<file path="src/rtl/enemy_rom_arbiter.sv">
// Round-robin arbiter with bounded bursts in front of the shared enemy sprite ROM.
// Returns the palette index one cycle after the grant, tagged with the owning requester ID.
module enemy_rom_arbiter #(
    parameter int                NUM_REQ   = 4,
    parameter int                ID_W      = 2,
    parameter int                ADDR_W    = 12,
    parameter int                DATA_W    = 4,
    parameter int                ROM_DEPTH = 3072,
    parameter int                MAX_BURST = 8,
    parameter logic [DATA_W-1:0] OOR_DATA  = 4'h0
) (
    input  logic                      Clk,
    input  logic                      Reset,
    input  logic [NUM_REQ-1:0]        req,
    input  logic [NUM_REQ*ADDR_W-1:0] req_addr,
    output logic [NUM_REQ-1:0]        gnt,
    output logic [ADDR_W-1:0]         rom_addr,
    input  logic [DATA_W-1:0]         rom_data,
    output logic                      rd_valid,
    output logic [ID_W-1:0]           rd_id,
    output logic [DATA_W-1:0]         rd_data,
    output logic                      oor_err
);

    localparam int                BCNT_W      = $clog2(MAX_BURST) + 1;
    localparam logic [BCNT_W-1:0] BURST_LAST  = BCNT_W'(MAX_BURST - 1);
    localparam logic [31:0]       ROM_DEPTH_U = 32'(ROM_DEPTH);
    localparam logic [ID_W-1:0]   LAST_ID     = ID_W'(NUM_REQ - 1);

    logic [ID_W-1:0]   ptr;
    logic [ID_W-1:0]   owner;
    logic [BCNT_W-1:0] burst_cnt;
    logic              locked;
    logic              v_q;
    logic [ID_W-1:0]   id_q;
    logic              oor_q;

    logic              win_found;
    logic              cont;
    logic [ID_W-1:0]   win_id;
    logic [ADDR_W-1:0] sel_addr;
    logic              win_oor;
    logic [ID_W:0]     scan;

    // First requester at or after start, wrapping; MSB of the result flags a hit.
    function automatic logic [ID_W:0] rr_scan(input logic [NUM_REQ-1:0] r,
                                              input logic [ID_W-1:0]    start);
        logic            found;
        logic [ID_W-1:0] id;
        int              c;
        found = 1'b0;
        id    = '0;
        for (int k = 0; k < NUM_REQ; k++) begin
            c = (int'(start) + k) % NUM_REQ;
            if (!found && r[c]) begin
                found = 1'b1;
                id    = ID_W'(c);
            end
        end
        return {found, id};
    endfunction

    always_comb begin
        cont      = 1'b0;
        scan      = rr_scan(req, ptr);
        win_found = scan[ID_W];
        win_id    = scan[ID_W-1:0];
        if (locked && req[owner] && (burst_cnt < BURST_LAST)) begin
            cont      = 1'b1;
            win_found = 1'b1;
            win_id    = owner;
        end
        // Outputs must stay quiet while reset is held even if requests are present.
        if (!Reset) begin
            cont      = 1'b0;
            win_found = 1'b0;
            win_id    = '0;
        end
    end

    always_comb begin
        sel_addr = req_addr[win_id*ADDR_W +: ADDR_W];
        win_oor  = (32'(sel_addr) >= ROM_DEPTH_U);
        gnt      = '0;
        rom_addr = '0;
        if (win_found) begin
            gnt[win_id] = 1'b1;
            if (!win_oor)
                rom_addr = sel_addr;
        end
    end

    always_ff @(posedge Clk or negedge Reset) begin
        if (!Reset) begin
            ptr       <= '0;
            owner     <= '0;
            burst_cnt <= '0;
            locked    <= 1'b0;
            v_q       <= 1'b0;
            id_q      <= '0;
            oor_q     <= 1'b0;
        end else begin
            if (cont) begin
                burst_cnt <= burst_cnt + 1'b1;
            end else if (win_found) begin
                owner     <= win_id;
                burst_cnt <= '0;
                locked    <= 1'b1;
                ptr       <= (win_id == LAST_ID) ? '0 : win_id + 1'b1;
            end else begin
                locked    <= 1'b0;
            end
            v_q   <= win_found;
            id_q  <= win_id;
            oor_q <= win_found & win_oor;
        end
    end

    always_comb begin
        rd_valid = v_q;
        rd_id    = v_q ? id_q : '0;
        rd_data  = (v_q && !oor_q) ? rom_data : OOR_DATA;
        oor_err  = v_q & oor_q;
    end

endmodule

</file>
<file path="config.mk">
export PLATFORM = sky130hd
export DESIGN_NAME = enemy_rom_arbiter
export DESIGN_NICKNAME = d
export VERILOG_FILES = /design/src/rtl/enemy_rom_arbiter.sv
export SDC_FILE = /design/constraint.sdc
export NUM_CORES = 1
export LEC_CHECK = 0
export ABC_AREA = 1
export CAP_MARGIN = 15
export CORE_AREA = 8 8 83 67
export DETAILED_ROUTE_END_ITERATION = 8
export DIE_AREA = 0 0 91 75
export PLACE_DENSITY = 0.82
export SYNTH_ARGS = -nofsm -noshare
export SYNTH_HDL_FRONTEND = slang
export SYNTH_SLANG_ARGS = --single-unit
</file>
<file path="constraint.sdc">
create_clock -name Clk -period 2.98 [get_ports Clk]
set_input_delay 0.447 -clock Clk [delete_from_list [all_inputs] [get_ports Clk]]
set_output_delay 0.447 -clock Clk [all_outputs]
set_load 0.02 [all_outputs]
</file>
# Word-level counts from Yosys, hierarchy flattened
# Index checks and enable logic that the tools add are counted.
[totals] regBits=13 out_inout_bits=24
[op_classes] add_sub_neg=5 multipliers=1 n_lt_le_gt_ge=9 n_eq_ne=1 shifts=1 mux=38 bitwise_logic=6 n_reduce_logical=16
[ops] operator="variable part select 48 x 7 -> 12 bit" n=1
[ops] operator="two-way mux 12 bit" n=2
[ops] operator="two-way mux 1 bit" n=18
[ops] operator="two-way mux 2 bit" n=8
[ops] operator="two-way mux 4 bit" n=4
[ops] operator=">= comparator 12 bit (second input constant)" n=1
[ops] operator="< comparator 3 x 4 -> 1 bit (second input constant)" n=3
[ops] operator="binary-select mux 1 bit (select 2 bit)" n=5
[ops] operator="< comparator 2 x 3 -> 1 bit (second input constant)" n=3
[ops] operator="logical AND 1 bit" n=7
[ops] operator="OR reduction 2 bit" n=3
[ops] operator="adder 2 x 1 -> 2 bit (second input constant)" n=2
[ops] operator="adder 2 bit (second input constant)" n=2
[ops] operator="adder 4 x 1 -> 4 bit (second input constant)" n=1
[ops] operator="zero test 1 bit" n=4
[ops] operator="< comparator 4 x 3 -> 1 bit (second input constant)" n=1
[ops] operator="multiplier 2 x 2 -> 4 bit (second input constant)" n=1
[ops] operator="bitwise AND 1 bit (first input constant)" n=3
[ops] operator="bitwise AND 1 bit" n=2
[ops] operator="demux 1 bit (select 2 bit)" n=1
[ops] operator="== test 2 bit (second input constant)" n=1
[ops] operator=">= comparator 2 x 1 -> 1 bit (second input constant)" n=1
[ops] operator="AND reduction 2 bit" n=1
[ops] operator="nonzero test 2 bit" n=1
[ops] operator="NOT 1 bit" n=1

# Depth between registers and ports, before layout
# Gate-level depths: netlist (run 1).
[logic_depth] word_depth=21 mapped_depth=16 depth_no_buf=16

# Least setup slack after synthesis (run 1)
# Ideal clock, no wire load.
[synth_timing] kind="register to output" start="register burst_cnt[0]" end="output port gnt[2]" arrival_time_ns=1.989 setup_slack_ns=0.544 path_stages_with_launch=13 n_path_buf=1 cell_sequence="dfrtp_1 ha_1 nand2_1 inv_1 nor3b_2 nand2_2 nor2_1 nand2_1 o21ai_2 buf_2 ha_1 inv_1 nor2_1"
[synth_via] elab_chain_len=9
[synth_lines] element="start: declaration" line="32" source="logic [BCNT_W-1:0] burst_cnt;"
[synth_lines] element="start signal: assignment" line="104" source="burst_cnt <= burst_cnt + 1'b1;"
[synth_lines] element="< comparator 4 x 3 -> 1 bit *" line="68" source="if (locked && req[owner] && (burst_cnt < BURST_LAST)) begin"
[synth_lines] element="logical AND 1 bit *" line="68"
[synth_lines] element="two-way mux 2 bit *" line="68"
[synth_lines] element="two-way mux 2 bit *" line="74" source="if (!Reset) begin"
[synth_lines] element="via win_id[1]" line="40" source="logic [ID_W-1:0] win_id;"
[synth_lines] element="< comparator 2 x 3 -> 1 bit (implied by the code) / >= comparator 2 x 1 -> 1 bit (equally long branches)" line="87" source="gnt[win_id] = 1'b1;"
[synth_lines] element="logical AND 1 bit (implied by the code)" line="87"
[synth_lines] element="two-way mux 1 bit (implied by the code)" line="87"
[synth_lines] element="demux 1 bit (select 2 bit) *" line="87"
[synth_lines] element="two-way mux 4 bit *" line="86" source="if (win_found) begin"
[synth_lines] element="end: declaration" line="16" source="output logic [NUM_REQ-1:0] gnt,"
# Mark *: on every way through the listed nets, which the timed path passes. The rest lies on a longest branch.

# Final worst setup path (run 1)
[layout_timing] start="register burst_cnt[0]" end="output port gnt[3]"
[layout_via] elab_chain_len=9
[layout_lines] element="< comparator 4 x 3 -> 1 bit *" line="68"
[layout_lines] element="logical AND 1 bit *" line="68"
[layout_lines] element="two-way mux 2 bit" line="68"
[layout_lines] element="two-way mux 2 bit" line="74"
[layout_lines] element="< comparator 2 x 3 -> 1 bit (implied by the code) / >= comparator 2 x 1 -> 1 bit (equally long branches)" line="87"
[layout_lines] element="logical AND 1 bit (implied by the code)" line="87"
[layout_lines] element="two-way mux 1 bit (implied by the code)" line="87"
[layout_lines] element="demux 1 bit (select 2 bit)" line="87"
[layout_lines] element="two-way mux 4 bit *" line="86"
# Mark *: on every way between the ends. The rest lies on a longest branch, timed or not.

==> results of run 1 <==
[through the flow]
stage | hold WS [ns] | power (mW) | instance area (µm²) | worst slack [ns]
after floorplan | 0.1514 | 1.504 | 1673 | 0.5440
after global placement | 0.5113 | 2.116 | 2681 | -0.3011
after detailed placement | 0.5257 | 2.143 | 2681 | -0.3749
after CTS | 0.5398 | 2.313 | 2725 | -0.01343
after global routing | 0.5766 | 2.564 | 2718 | -0.03465
final | 0.5343 | 2.350 | 2718 | 0.09913
[power groups by stage]
stage	Clock [mW]	Combinational [mW]	Sequential, mW
floorplan	0	1.23	0.273
global placement	0	1.84	0.274
detailed placement	0	1.87	0.273
CTS	0.161	1.88	0.271
global route	0.171	2.11	0.279
finish	0.158	1.92	0.272
[sequential cells by signal, summed over array words and instances, names as in the netlist]
register	cells
owner	2
locked	1
id_q	2
burst_cnt	4
ptr	2
oor_q	1
rd_valid	1
[cell type report]
type | instances | area, µm² | area share
Multi-Input combinational cell | 195 | 1026 | 0.3775
Tap cell | 57 | 71.32 | 0.02624
Sequential cell | 13 | 326.6 | 0.1202
Timing Repair Buffer | 107 | 993.5 | 0.3656
Clock buffer | 4 | 45.04 | 0.01657
Inverter | 68 | 255.2 | 0.09392
[logic make-up after synthesis]
kind of cell / synth area share
AOI/OAI and AO/OA: 0.1346
xor gates and xnor gates: 0.005237
adders and majority gates: 0.03740
buffers and inverters: 0.1952
DFF: 0.1945
and+or+nand+nor: 0.4331
[metal layers]
layer	up-vias	GRT usage	routed length, µm	share of wire
met5	-	0	0	0
met4	0	0.03436	90	0.016
met3	8	0.04084	315	0.056
met2	52	0.2456	2657	0.47
met1	885	0.1871	2534	0.45
li1	1065	-	-	-
[synthesized netlist by cell type, drive strengths merged]
master    n
nand3    21
o211ai   18
nor3b     1
dfrtp    13
inv      68
a21oi     2
nand2   107
o31ai     1
ha        5
o22ai     1
o21bai    1
buf       8
xor2      1
a22o      1
nor2     29
o21ai     7
[layout by cell type (no fill, tap or decap), types with 2 or more instances in the layout]
| cell type | synthesis | layout |
|---|---|---|
| sky130_fd_sc_hd__inv_1 | 64 | 60 |
| sky130_fd_sc_hd__nor2_4 | 2 | 2 |
| sky130_fd_sc_hd__clkbuf_8 | 0 | 3 |
| sky130_fd_sc_hd__ha_1 | 5 | 5 |
| sky130_fd_sc_hd__buf_12 | 0 | 3 |
| sky130_fd_sc_hd__nand2_2 | 7 | 8 |
| sky130_fd_sc_hd__buf_4 | 0 | 24 |
| sky130_fd_sc_hd__nand3_2 | 2 | 2 |
| sky130_fd_sc_hd__clkdlybuf4s50_1 | 0 | 61 |
| sky130_fd_sc_hd__nand3_1 | 19 | 19 |
| sky130_fd_sc_hd__dlygate4sd2_1 | 0 | 3 |
| sky130_fd_sc_hd__inv_2 | 4 | 8 |
| sky130_fd_sc_hd__o211ai_1 | 18 | 18 |
| sky130_fd_sc_hd__nand2_1 | 97 | 96 |
| sky130_fd_sc_hd__nor2_1 | 18 | 17 |
| sky130_fd_sc_hd__nor2_2 | 9 | 10 |
| sky130_fd_sc_hd__o21ai_0 | 5 | 5 |
| sky130_fd_sc_hd__dfrtp_1 | 13 | 12 |
| sky130_fd_sc_hd__buf_2 | 3 | 10 |
| sky130_fd_sc_hd__nand2_4 | 2 | 2 |
| sky130_fd_sc_hd__clkbuf_2 | 0 | 3 |
[how the worst max path moves through the flow]
stage / start / endpoint / slack (ns) / cells after the start
final: burst_cnt[0]$_DFFE_PN0P_ / gnt[3] / 0.1 / 13
after detailed placement: req[3] / rom_addr[5] / -0.37 / 17
after global routing: burst_cnt[0]$_DFFE_PN0P_ / gnt[3] / -0.03 / 13
after floorplan: burst_cnt[0]$_DFFE_PN0P_ / gnt[2] / 0.54 / 12
after global placement: req[3] / rom_addr[9] / -0.30 / 17
after CTS: req[2] / rom_addr[2] / -0.01 / 18
[critical path: stages, from the launching register on]
cell	delay (ns)
sky130_fd_sc_hd__dfrtp_1	0.37
sky130_fd_sc_hd__ha_1	0.22
sky130_fd_sc_hd__nand2_1	0.06
sky130_fd_sc_hd__inv_1	0.05
sky130_fd_sc_hd__nor3b_2	0.23
sky130_fd_sc_hd__nand2_2	0.13
sky130_fd_sc_hd__nor2_2	0.14
sky130_fd_sc_hd__nand2_1	0.08
sky130_fd_sc_hd__o21ai_2	0.11
sky130_fd_sc_hd__buf_4	0.21
sky130_fd_sc_hd__ha_1	0.15
sky130_fd_sc_hd__inv_1	0.04
sky130_fd_sc_hd__nor2_1	0.12
sky130_fd_sc_hd__clkdlybuf4s15_2	0.29
[timing repair]
item,4_1_cts,5_1_grt
pin swaps,0,6
setup endpoints to repair,16,16
buffers inserted,0,2
endpoints found under the hold margin,0,0
cloned,1,0
gates resized for setup,53,21
==> flow_summary.toml, run 1 <==
[pwr]
worst_ir_drop_on_vdd_mv = 0.3327
power_per_cell_area_nw_per_um2 = 864.9
sequentialPowerShare = 0.116
power_leakage_nw = 1.529
clock_power_share = 0.067
power_report.internal_total_mw = 1.125
share_comb_of_total_power = 0.817
power.switching_mw = 1.225
swShare = 0.5213

[finish]
synthToLayoutAreaGrowth_pct = 62.45
antenna_cells = 0
fillers = 397
post-route-util = 0.6384
layout-drive-gt1-share = 0.2119
fin_nets = 451
post_route_non_filler_standard_cell_count = 444

[die]
placementRows = 21
placeableCoreArea_um2 = 4257
die-width_um = 91
die_height_um = 75
initial_utilization = 0.3930
num_io_pins = 82
design.die.area_um2 = 6825

[job]
drv.max_cap_violation_count = 0

[setup_path]
startpoint_type = "flip-flop"
worst-endpoint-required_ns = 2.53
cp_arrival_ns = 2.43
crit_fanout = 8
crit_type = "flip-flop to output pin"
rr_endpoint = "ptr[1]$_DFFE_PN0P_"
rrSetupSlack_ns = 0.80
timing.rr.start = "burst_cnt[0]$_DFFE_PN0P_"
crit_path_end_kind = "output pin"
worst-r2r-cell-count = 13

[placement]
place.port_buffers = 81
place_congestion = 0.8129
dp_cells = 437
dpl.hpwl_mm = 4.503

[detailed_routing]
viasPerCell = 4.527
dr_total_vias = 2010
detailedRoute.firstIterationViolations = 121
drtPass1Iterations = 4
avgRoutedWirePerCell_um = 12.61
total_drc_errors_in_the_routed_layout = 0
final_routed_wirelength_across_all_metal_layers_mm = 5.597
remaining_number_of_nets_flagged_by_the_antenna_check_after_routing = 0

[synthesis]
synth.largest_area_cell = "sky130_fd_sc_hd__nand2_1"
synth_cells = 284
synth.net_count = 347
synth_area_um2 = 1673
synth_largest_type_area_fraction = 0.2177
ys.warnings.count = 0
synth_area_leaders = "sky130_fd_sc_hd__nand2_1 22%, sky130_fd_sc_hd__dfrtp_1 19%, sky130_fd_sc_hd__inv_1 14%"
post_synth.cell_area_avg_um2 = 5.890
synth_seq_area_share = 0.1945
yosys.cell_types.count = 27
ys_ff_latch = 13

[clock_tree]
clockRootBuffer = "sky130_fd_sc_hd__clkbuf_8"
cts_sinks = 13
cts_tree = "done"
clk_path_buf_depth = 2
cts-hold-fix-buffers = 0
numCtsBuffers = 3
clk_transition_reported_paths_ns = 0.05
h-tree-depth = 1
clock_latency_ns = 0.24

[timing]
final-setup-viol-count = 0
timing.clock.skew_ns = 0.002224
maxSlewHeadroom = 0.7943
fmax_ghz = 0.3471
final_hold_vios = 0
slew_at_the_pin_with_the_worst_max_slew_slack_ns = 0.3075
maxSlewViolCount = 0
fin_crit_sh = 0.9667
totalNegativeSetupSlack_ns = 0
timing.final.crit_period_ns = 2.881

[global_routing]
track_usage = 0.1478
grt.overflow.total = 0
number_of_global_route_vias_before_repair = 1828
grt_pass1_wl_mm = 8.459
grt_max_degree = 22
antenna_violations_before_repair = 0

[min_path]
hold_path_startpoint = "burst_cnt[2]$_DFFE_PN0P_"
whs_path_depth = 2
hold_path_end = "burst_cnt[2]$_DFFE_PN0P_"
hp-class = "flip-flop to flip-flop"

[outcome]
status = "completed"
No activity file was read; power rests on OpenSTA's default activity.
==> inputs of run 2 (changes only) <==
==> constraint.sdc (replaced) <==
create_clock -name Clk -period 2.98 [get_ports Clk]
set_input_delay 0.447 -clock Clk [delete_from_list [all_inputs] [get_ports Clk]]
set_output_delay 0.447 -clock Clk [all_outputs]
set_load 0.005 [all_outputs]
==> run 2 against run 1 <==
  * Clock skew barely moved
  * Cell count rose by 1.1%
  * Worst hold slack improved by 0.022 ns
  * Critical path depth rose by 2
  * Clock power barely moved
  * Global-route usage rose by 0.21 points
  * Combinational power barely moved
  * Final area rose by 4.8%
  * Sequential power rose by 2%
  * Power fell by 0.93%
  * Worst setup slack got worse by 0.019 ns
  * Critical path type unchanged
  * Largest cell class is now non-clock buffers
  * Highest routed layer unchanged
==> flow_summary.toml, run 2 (synthesis results as in run 1) <==
[outcome]
status = "completed"

[die]
design.die.area_um2 = 6825
placeableCoreArea_um2 = 4257
placementRows = 21
die-width_um = 91
initial_utilization = 0.3930
die_height_um = 75
num_io_pins = 82

[setup_path]
cp_capture_point = "rom_addr[9]"
cp_arrival_ns = 2.45
rr_endpoint = "ptr[1]$_DFFE_PN0P_"
startpoint_type = "flip-flop"
crit_type = "flip-flop to output pin"
worst-r2r-cell-count = 12
worst-endpoint-required_ns = 2.53
crit_path_end_kind = "output pin"
timing.rr.start = "burst_cnt[0]$_DFFE_PN0P_"
rrSetupSlack_ns = 0.94
startpoint = "burst_cnt[0]$_DFFE_PN0P_"
crit_fanout = 8

[timing]
unrepaired_setup_endpoints_after_global_routing = "yes"
final-setup-viol-count = 0
timing.clock.skew_ns = 0.002329
slew_at_the_pin_with_the_worst_max_slew_slack_ns = 0.2981
fmax_ghz = 0.3448
maxSlewHeadroom = 0.8005
maxSlewViolCount = 0
final.hold.worst_slack_ns = 0.5559
final_hold_vios = 0
timing.final.crit_period_ns = 2.900
fin_crit_sh = 0.9731

[finish]
layout_commonest_cell = "sky130_fd_sc_hd__nand2_1"
final_cell_mix = "93 x sky130_fd_sc_hd__nand2_1, 61 x sky130_fd_sc_hd__clkdlybuf4s50_1, 57 x sky130_fd_sc_hd__inv_1"
largest_reg_flops = 4
registers.top_by_ff_count = "burst_cnt"
synthToLayoutAreaGrowth_pct = 70.23
post_route_non_filler_standard_cell_count = 449
antenna_cells = 0
fin_nets = 456
layout-drive-gt1-share = 0.2117
fillers = 351

[detailed_routing]
drtPass1Iterations = 4
final_routed_wirelength_across_all_metal_layers_mm = 5.727
detailedRoute.firstIterationViolations = 99
avgRoutedWirePerCell_um = 12.76
remaining_number_of_nets_flagged_by_the_antenna_check_after_routing = 0
total_drc_errors_in_the_routed_layout = 0
viasPerCell = 4.557
dr_total_vias = 2046

[clock_tree]
h-tree-depth = 1
numCtsBuffers = 3
clock_latency_ns = 0.24
cts_sinks = 13
cts-hold-fix-buffers = 0
clk_path_buf_depth = 2
clockRootBuffer = "sky130_fd_sc_hd__clkbuf_8"
cts_tree = "done"
clk_transition_reported_paths_ns = 0.05

[global_routing]
antenna_violations_before_repair = 0
grt_max_degree = 16
grt_pass1_wl_mm = 8.528
number_of_global_route_vias_before_repair = 1866
grt.overflow.total = 0
track_usage = 0.1499

[pwr]
power_per_cell_area_nw_per_um2 = 817.7
power_leakage_nw = 1.582
worst_ir_drop_on_vdd_mv = 0.3617

[job]
drv.max_cap_violation_count = 0

[placement]
place.port_buffers = 81
dp_cells = 432
dpl.hpwl_mm = 4.516
place_congestion = 0.8058

[min_path]
hp-class = "flip-flop to flip-flop"
[run 2: cell types whose count changed in the layout (fill, tap and decap cells not counted), sizes merged]
cell           previous run  this run
clkdlybuf4s15             1         3
dlygate4sd2               3        14
buf                      38        30
[run 2: layer usage]
layer	track usage	wire length, µm	vias up
met1	0.1924	2625	923
li1	-	-	1077
met2	0.2576	2830	44
met3	0.04283	264	2
met5	0	0	-
met4	0.005425	6	0
[run 2: final cells by class]
cell class	instances	area, µm²	area share
Inverter	68	255.2	0.08963
Multi-Input combinational cell	195	1062	0.3730
Clock buffer	4	45.04	0.01582
Sequential cell	13	326.6	0.1147
Tap cell	57	71.32	0.02504
Timing Repair Buffer	112	1087	0.3818
[run 2: what timing repair did]
item,4_1_cts,5_1_grt
pin swaps,1,13
setup buffers,3,9
gates resized for setup,30,23
cloned,1,1
endpoints found under the setup margin,16,14
endpoints found under the hold margin,0,0
[run 2: worst min-delay path by stage]
| stage | startpoint | to | slack [ns] | cells after the start |
|---|---|---|---|---|
| floorplan | Reset | burst_cnt[0]$_DFFE_PN0P_ | 0.15 | 0 |
| global placement | burst_cnt[0]$_DFFE_PN0P_ | burst_cnt[0]$_DFFE_PN0P_ | 0.51 | 1 |
| detailed placement | burst_cnt[0]$_DFFE_PN0P_ | burst_cnt[0]$_DFFE_PN0P_ | 0.52 | 1 |
| CTS | burst_cnt[0]$_DFFE_PN0P_ | burst_cnt[0]$_DFFE_PN0P_ | 0.53 | 1 |
| global route | burst_cnt[2]$_DFFE_PN0P_ | burst_cnt[2]$_DFFE_PN0P_ | 0.61 | 2 |
| finish | burst_cnt[2]$_DFFE_PN0P_ | burst_cnt[2]$_DFFE_PN0P_ | 0.56 | 2 |
[run 2: through the flow]
| step | TNS (ns) | setup WS, ns | util | area [µm²] | power, mW |
|---|---|---|---|---|---|
| 3_3_place_gp | -2.918 | -0.2177 | 0.6211 | 2644 | 1.927 |
| 6_report | 0 | 0.08005 | 0.6690 | 2848 | 2.329 |
| 5_1_grt | -0.1308 | -0.08075 | 0.6690 | 2848 | 2.548 |
| 3_5_place_dp | -3.584 | -0.2522 | 0.6211 | 2644 | 1.957 |
| 4_1_cts | -0.1271 | -0.04621 | 0.6452 | 2746 | 2.183 |
| 2_1_floorplan | 0 | 0.7209 | - | 1673 | 1.353 |
[run 2: worst max-delay path: stages (launching register included)]
cell and delay (ns):
sky130_fd_sc_hd__dfrtp_1 0.39, sky130_fd_sc_hd__ha_2 0.21, sky130_fd_sc_hd__nand2_2 0.05, sky130_fd_sc_hd__inv_2 0.07, sky130_fd_sc_hd__nor3b_4 0.05, sky130_fd_sc_hd__nand2_2 0.12
sky130_fd_sc_hd__nand2_2 0.09, sky130_fd_sc_hd__a21oi_4 0.20, sky130_fd_sc_hd__nand2_4 0.11, sky130_fd_sc_hd__buf_6 0.15, sky130_fd_sc_hd__buf_16 0.13, sky130_fd_sc_hd__o211ai_1 0.20
sky130_fd_sc_hd__nand2_1 0.07, sky130_fd_sc_hd__inv_1 0.07, sky130_fd_sc_hd__nor2_2 0.04, sky130_fd_sc_hd__dlygate4sd2_1 0.26
[run 2: power breakdown]
group	internal (mW)	switching, mW
sequential	0.232	0.0451
clock	0.0945	0.0644
combinational	0.885	1.01
total	1.21	1.12
